## src/rtl/jacobi_pkg.sv

```systemverilog
// Shared types and constants for the Jacobi input-stream sequencer.
package jacobi_pkg;

  typedef enum logic [2:0] {
    ST_IDLE   = 3'd0,
    ST_HDR    = 3'd1,
    ST_LOAD_A = 3'd2,
    ST_LOAD_B = 3'd3,
    ST_LOAD_X = 3'd4,
    ST_ITER   = 3'd5,
    ST_WAIT   = 3'd6,
    ST_DONE   = 3'd7
  } state_t;

  localparam logic [1:0] SEL_A = 2'd0;
  localparam logic [1:0] SEL_B = 2'd1;
  localparam logic [1:0] SEL_X = 2'd2;

  localparam logic [1:0] HDR_N     = 2'd0;
  localparam logic [1:0] HDR_MAXIT = 2'd1;
  localparam logic [1:0] HDR_TOL   = 2'd2;

endpackage

```

## src/rtl/jacobi_rc_counter.sv

```systemverilog
// Row/column counter with programmable order n; addr = row*n + col.
// In linear mode row stays at 0 and col simply counts.
module jacobi_rc_counter #(
  parameter int unsigned W = 12
) (
  input  logic         clk,
  input  logic         reset,
  input  logic         clr,
  input  logic         en,
  input  logic         lin,
  input  logic [W-1:0] n,
  output logic [W-1:0] addr,
  output logic         last
);

  localparam logic [W-1:0] ONE = W'(1);

  logic [W-1:0] row;
  logic [W-1:0] col;

  always_ff @(posedge clk) begin
    if (reset || clr) begin
      row <= '0;
      col <= '0;
    end else if (en) begin
      if (!lin && (col == n - ONE)) begin
        col <= '0;
        row <= row + ONE;
      end else begin
        col <= col + ONE;
      end
    end
  end

  assign addr = row * n + col;
  assign last = (col == n - ONE) && (lin || (row == n - ONE));

endmodule

```

## src/rtl/jacobi_seq_ctrl.sv

```systemverilog
// Jacobi stream parser and sweep sequencer: loads A/b/x memories from din,
// then issues sweeps until convergence or MAX_ITER. Optional watchdog: JSEQ_WDOG_EN.
module jacobi_seq_ctrl
  import jacobi_pkg::*;
#(
  parameter int unsigned N_MAX    = 64,
  parameter int unsigned ADDR_W   = 12,
  parameter int unsigned WDOG_CYC = 65536
) (
  input  logic              clk,
  input  logic              reset,
  input  logic              go,
  input  logic [31:0]       din,
  input  logic              din_vld,
  output logic              mem_we,
  output logic [1:0]        mem_sel,
  output logic [ADDR_W-1:0] mem_addr,
  output logic [31:0]       mem_wdata,
  output logic [15:0]       n_out,
  output logic [31:0]       tol_out,
  output logic              iter_start,
  input  logic              iter_done,
  input  logic              converged,
  output logic [31:0]       iter_cnt,
  output logic              drdy,
  output logic              err,
  output logic [2:0]        s
);

  state_t      state, state_nxt;
  logic [31:0] n_full, max_iter, tol_r, x0_r, iter_cnt_r;
  logic [1:0]  hdr_idx;
  logic        xphase;
  logic        err_r;
  logic        n_bad;
  logic        wdog_hit;

  logic              rc_clr, rc_en, rc_lin, rc_last;
  logic [ADDR_W-1:0] rc_addr;

  jacobi_rc_counter #(.W(ADDR_W)) u_rc (
    .clk   (clk),
    .reset (reset),
    .clr   (rc_clr),
    .en    (rc_en),
    .lin   (rc_lin),
    .n     (n_full[ADDR_W-1:0]),
    .addr  (rc_addr),
    .last  (rc_last)
  );

  assign n_bad = (n_full == '0) || (n_full > 32'(N_MAX));

`ifdef JSEQ_WDOG_EN
  logic [31:0] wdog_cnt;

  always_ff @(posedge clk) begin
    if (reset || (state != ST_WAIT)) wdog_cnt <= '0;
    else                             wdog_cnt <= wdog_cnt + 32'd1;
  end

  assign wdog_hit = (wdog_cnt == 32'(WDOG_CYC - 1));
`else
  assign wdog_hit = 1'b0 && (WDOG_CYC != 0);
`endif

  always_comb begin
    state_nxt  = state;
    mem_we     = 1'b0;
    mem_sel    = SEL_A;
    mem_addr   = '0;
    mem_wdata  = '0;
    iter_start = 1'b0;
    rc_en      = 1'b0;
    rc_clr     = 1'b0;
    rc_lin     = 1'b1;
    case (state)
      ST_IDLE: if (go) state_nxt = ST_HDR;
      ST_HDR: begin
        if (din_vld && (hdr_idx == HDR_TOL)) begin
          rc_clr = 1'b1;
          if (n_bad || (max_iter == '0)) state_nxt = ST_DONE;
          else                           state_nxt = ST_LOAD_A;
        end
      end
      ST_LOAD_A: begin
        rc_lin    = 1'b0;
        mem_sel   = SEL_A;
        mem_addr  = rc_addr;
        mem_wdata = din;
        if (din_vld) begin
          mem_we = 1'b1;
          rc_en  = 1'b1;
          if (rc_last) begin
            rc_clr    = 1'b1;
            state_nxt = ST_LOAD_B;
          end
        end
      end
      ST_LOAD_B: begin
        mem_sel   = SEL_B;
        mem_addr  = rc_addr;
        mem_wdata = din;
        // After the N b-words the next valid word is x0: latched, not written.
        if (din_vld) begin
          if (!xphase) begin
            mem_we = 1'b1;
            if (rc_last) rc_clr = 1'b1;
            else         rc_en  = 1'b1;
          end else begin
            rc_clr    = 1'b1;
            state_nxt = ST_LOAD_X;
          end
        end
      end
      ST_LOAD_X: begin
        mem_we    = 1'b1;
        mem_sel   = SEL_X;
        mem_addr  = rc_addr;
        mem_wdata = x0_r;
        if (rc_last) begin
          rc_clr    = 1'b1;
          state_nxt = ST_ITER;
        end else begin
          rc_en = 1'b1;
        end
      end
      ST_ITER: begin
        iter_start = 1'b1;
        state_nxt  = ST_WAIT;
      end
      ST_WAIT: begin
        if (iter_done) begin
          if (converged || (iter_cnt_r + 32'd1 == max_iter)) state_nxt = ST_DONE;
          else                                              state_nxt = ST_ITER;
        end else if (wdog_hit) begin
          state_nxt = ST_DONE;
        end
      end
      ST_DONE: if (!go) state_nxt = ST_IDLE;
      default: state_nxt = ST_IDLE;
    endcase
    if (reset) mem_we = 1'b0;
  end

  always_ff @(posedge clk) begin
    if (reset) begin
      state      <= ST_IDLE;
      n_full     <= '0;
      max_iter   <= '0;
      tol_r      <= '0;
      x0_r       <= '0;
      iter_cnt_r <= '0;
      hdr_idx    <= '0;
      xphase     <= 1'b0;
      err_r      <= 1'b0;
    end else begin
      state <= state_nxt;
      case (state)
        ST_IDLE: begin
          hdr_idx <= '0;
          xphase  <= 1'b0;
          if (go) begin
            err_r      <= 1'b0;
            iter_cnt_r <= '0;
          end
        end
        ST_HDR: begin
          if (din_vld) begin
            hdr_idx <= hdr_idx + 2'd1;
            case (hdr_idx)
              HDR_N:     n_full   <= din;
              HDR_MAXIT: max_iter <= din;
              default: begin
                tol_r <= din;
                if (n_bad) err_r <= 1'b1;
              end
            endcase
          end
        end
        ST_LOAD_B: begin
          if (din_vld) begin
            if (xphase) begin
              x0_r   <= din;
              xphase <= 1'b0;
            end else if (rc_last) begin
              xphase <= 1'b1;
            end
          end
        end
        ST_WAIT: begin
          if (iter_done)     iter_cnt_r <= iter_cnt_r + 32'd1;
          else if (wdog_hit) err_r      <= 1'b1;
        end
        default: ;
      endcase
    end
  end

  assign n_out    = n_full[15:0];
  assign tol_out  = tol_r;
  assign iter_cnt = iter_cnt_r;
  assign drdy     = (state == ST_DONE);
  assign err      = err_r;
  assign s        = state;

endmodule

```

## config.mk

```make
export PLATFORM = sky130hd
export DESIGN_NAME = jacobi_seq_ctrl
export DESIGN_NICKNAME = d
export VERILOG_FILES = /design/src/rtl/jacobi_pkg.sv /design/src/rtl/jacobi_rc_counter.sv /design/src/rtl/jacobi_seq_ctrl.sv
export SDC_FILE = /design/constraint.sdc
export NUM_CORES = 1
export LEC_CHECK = 0
export CAP_MARGIN = 0
export CORE_ASPECT_RATIO = 0.5
export CORE_MARGIN = 2
export CORE_UTILIZATION = 60
export CTS_CLUSTER_SIZE = 10
export DETAILED_ROUTE_END_ITERATION = 12
export PLACE_DENSITY = 0.86
export RECOVER_POWER = 100
export SYNTH_ARGS = -nofsm -noshare
export SYNTH_HDL_FRONTEND = slang
export SYNTH_SLANG_ARGS = --single-unit
```

## constraint.sdc

```tcl
create_clock -name clk -period 18.5 [get_ports clk]
set_input_delay 5.55 -clock clk [delete_from_list [all_inputs] [get_ports clk]]
set_output_delay 5.55 -clock clk [all_outputs]
set_load 0.02 [all_outputs]
```

==> impl_results.md <==
* Status: finished with violations
* Failing checks: max-capacitance violations, max-slew violations
* RSZ-0062 raised after global routing: false
* Count of different cell masters after synthesis at 64
* Seq cells post-synth at 191
* Vias in the first global route at 11480
* GPL Wtd Cong at 0.9304
* Final hold viol count at 0
* FF/Latch Area at 0.003824 sq mm
* PostCTS Resize Cnt at 0
* CTS tree: yes
* Final nets at 1836
* Footprint of the multi-input gates at 0.007706 sq mm
* Hold Path Depth at 2
* CP Launch Type: input port
* Row count at 37
* Async SR Flop Fraction at 0%
* N_diodes at 0
* Leakage at 5.802 nW
* Area Growth Syn to Fin at 17.60%
* Clk_skew at 0.01364 ns
* Hold/Removal Path Class: reg2reg
* Syn nets at 1765
* CTS H-tree lvls at 4
* Worst-case clock buffer depth at 2
* CTS buffer count at 17
* Top cells by area, synth: dfxtp_1 31%, nand2_1 11%, fa_1 7.7%
* Routed len/inst at 17.89 microns
* CP required at 12.95 ns
* CTS root buf: clkbuf_16
* Port Buffers at 170
* Crit-path max cell delay at 0.71 ns
* Pwr dens at 75.39 mW/mm^2
* Crit Path Max Fanout at 9
* TNS Setup at 0 ns
* Fmax at 0.07681 GHz
* Initial antenna violation count at 0
* Mapped cell area at 0.01246 sq mm
* Detailed Route WL at 35670 microns
* Slew @ Worst Pin at 1.956 ns
* Max-slew violations at 141
* Die width at 207.8 microns
* DRC errors left at 0
* Die Ht at 105.9 microns
* Core Util, Final at 71.61%
* Via density at 6.013
* Layout cells sized above 1 at 3.486%
* Total GRT Usage at 31.79%
* Syn avg cell area at 7.611 sq um
* Core area at 0.02046 sq mm
* Number of post-CTS setup repair buffers at 0
* Clk Latency, worst-skew pair at 0.45 ns
* Number of fill cells at 1605
* First-pass GRT wire length at 57050 microns
* FF-to-FF path depth at 6
* Clock Sinks at 191
* CP cell instances: dlygate4sd3_1 -> and2_0 -> a21oi_1 -> nor2_1 -> clkdlybuf4s50_1
* Crit path DAT at 7.47 ns
* CP endpoint kind: primary output
* Hpwl dp at 25780 microns
* Post-synthesis sequential area ratio at 30.69%
* Reg clk slew, reported paths at 0.08 ns
* Max-slew headroom at -30.40%
* Post-synth top flop: dfxtp_1
* Slowest CP cell: dlygate4sd3_1
* Final setup margin at 5.481 ns
* Max Cap Viol at 4
* Drt first-iter violations at 931
* I/O pin cnt at 171
* Hold Buf Count CTS at 0
* Routed vias at 11990
* Antenna Nets Post-Route at 0
* Final setup viols at 0
* Place WS at 5.704 ns
* Grt ovf at 0
* Largest area contributor in the netlist: dfxtp_1
* Final period util at 70.38%
* Synth Warn # at 0
* Yosys top cell area share at 30.69%
* Initial Util at 60.89%
* Largest net degree at the start of global routing at 113
* VDD IR-drop max at 0.05841 mV
* Area of the die at 0.02200 sq mm
* First drt pass iteration count at 5
* Total power at 1.105 mW
* Crit Path Class: in2out
* Final worst path period need at 13.02 ns
* Post-synth EDFFs at 0
* Mapped Cells at 1637
critical path: cells and delay by family:
family                 cells  cell delay [ns]
buffers and inverters      2             1.34
AO/OA/AOI/OAI              1             0.10
AND/OR/NAND/NOR            2             0.47
routing by layer:
metal,vias to the layer above,track usage [%],share of wire [%]
met2,493,56.88,50
met3,113,3.959,5.9
met5,-,0,0
met4,0,15.60,4.1
li1,5602,-,-
met1,5782,38.27,40
flip-flops by register name, summed over array words and instances (netlist names), 3 cells and up:
name      flops
u_rc.row     12
iter_cnt     32
tol_out      32
u_rc.col     12
s             3
n_full       32
x0_r         32
max_iter     32
per-stage QoR:
| step | instances | hold slack (ns) | instance area, sq um |
|---|---|---|---|
| final | 1994 | 0.4578 | 14650 |
| after global routing | 1994 | 0.4699 | 14650 |
| after CTS | 1994 | 0.4597 | 14660 |
| after detailed placement | 1962 | 0.4490 | 14040 |
| after global placement | 1962 | 0.4423 | 14040 |
| after floorplan | 1637 | 0.4360 | 12460 |
cell usage in the layout, fill, tap and decap left out, types with 25 or more instances in the layout:
cell,Yosys,routed
nor3_1,28,27
inv_1,102,102
nor4_1,26,25
a22o_1,32,32
ha_1,42,42
nand2_1,359,359
dfxtp_1,191,191
o21ai_0,55,55
a21oi_1,189,189
nor2_1,73,72
xor2_1,29,29
dlygate4sd3_1,0,133
nand3_1,29,29
fa_1,48,48
and2_1,45,41
xnor2_1,81,81
clkdlybuf4s50_1,0,36
cells by family (layout without fill, tap and decap cells):
| group | Yosys count | after routing | synth area share [%] |
|---|---|---|---|
| AO/OA/AOI/OAI | 337 | 337 | 15.94 |
| XOR/XNOR | 113 | 113 | 8.275 |
| adder cells (fa/ha/maj) | 90 | 90 | 11.93 |
| buffers and inverters | 232 | 316 | 7.592 |
| flip-flops | 191 | 191 | 30.69 |
| multiplexers | 10 | 10 | 0.8034 |
| AND/OR/NAND/NOR | 664 | 664 | 24.77 |
synth_stat cells (all sizes together), types with 4 or more instances:
| cell | n |
|---|---|
| a2111o | 4 |
| a21o | 4 |
| a21oi | 190 |
| a22o | 32 |
| a22oi | 5 |
| a31oi | 8 |
| and2 | 45 |
| and3 | 13 |
| and4 | 6 |
| buf | 29 |
| clkbuf | 100 |
| dfxtp | 191 |
| fa | 48 |
| ha | 42 |
| inv | 102 |
| mux2i | 10 |
| nand2 | 359 |
| nand3 | 29 |
| nand3b | 8 |
| nand4 | 25 |
| nor2 | 73 |
| nor2b | 10 |
| nor3 | 30 |
| nor3b | 4 |
| nor4 | 27 |
| o211ai | 5 |
| o21a | 4 |
| o21ai | 56 |
| o22ai | 4 |
| or3 | 18 |
| or4 | 5 |
| xnor2 | 81 |
| xor2 | 29 |
path summary, 6_finish.rpt:
| path | start | endpoint | slack [ns] |
|---|---|---|---|
| worst min register to register | tol_out[11] | tol_out[11] | 0.46 |
| worst max-delay path | din_vld | mem_we | 5.48 |
| worst max register to register | s[2] | u_rc.col[7] | 14.53 |
| worst min-delay path | tol_out[11] | tol_out[11] | 0.46 |
power breakdown:
part / switching [mW] / internal, mW / leakage (nW)
logic: 0.166 / 0.0949 / 3.96
registers: 0.0361 / 0.425 / 1.54
clock network: 0.195 / 0.187 / 0.302
total: 0.398 / 0.707 / 5.80
cell type report:
type / count / share of cell area, %
clock buffer: 17 / 2.903
clock inverter: 15 / 1.358
inverter: 103 / 2.639
multi-input combinational: 1214 / 52.59
sequential: 191 / 26.10
tap: 273 / 2.331
timing repair buffer: 181 / 12.08
No activity file was read; power rests on OpenSTA's default activity.
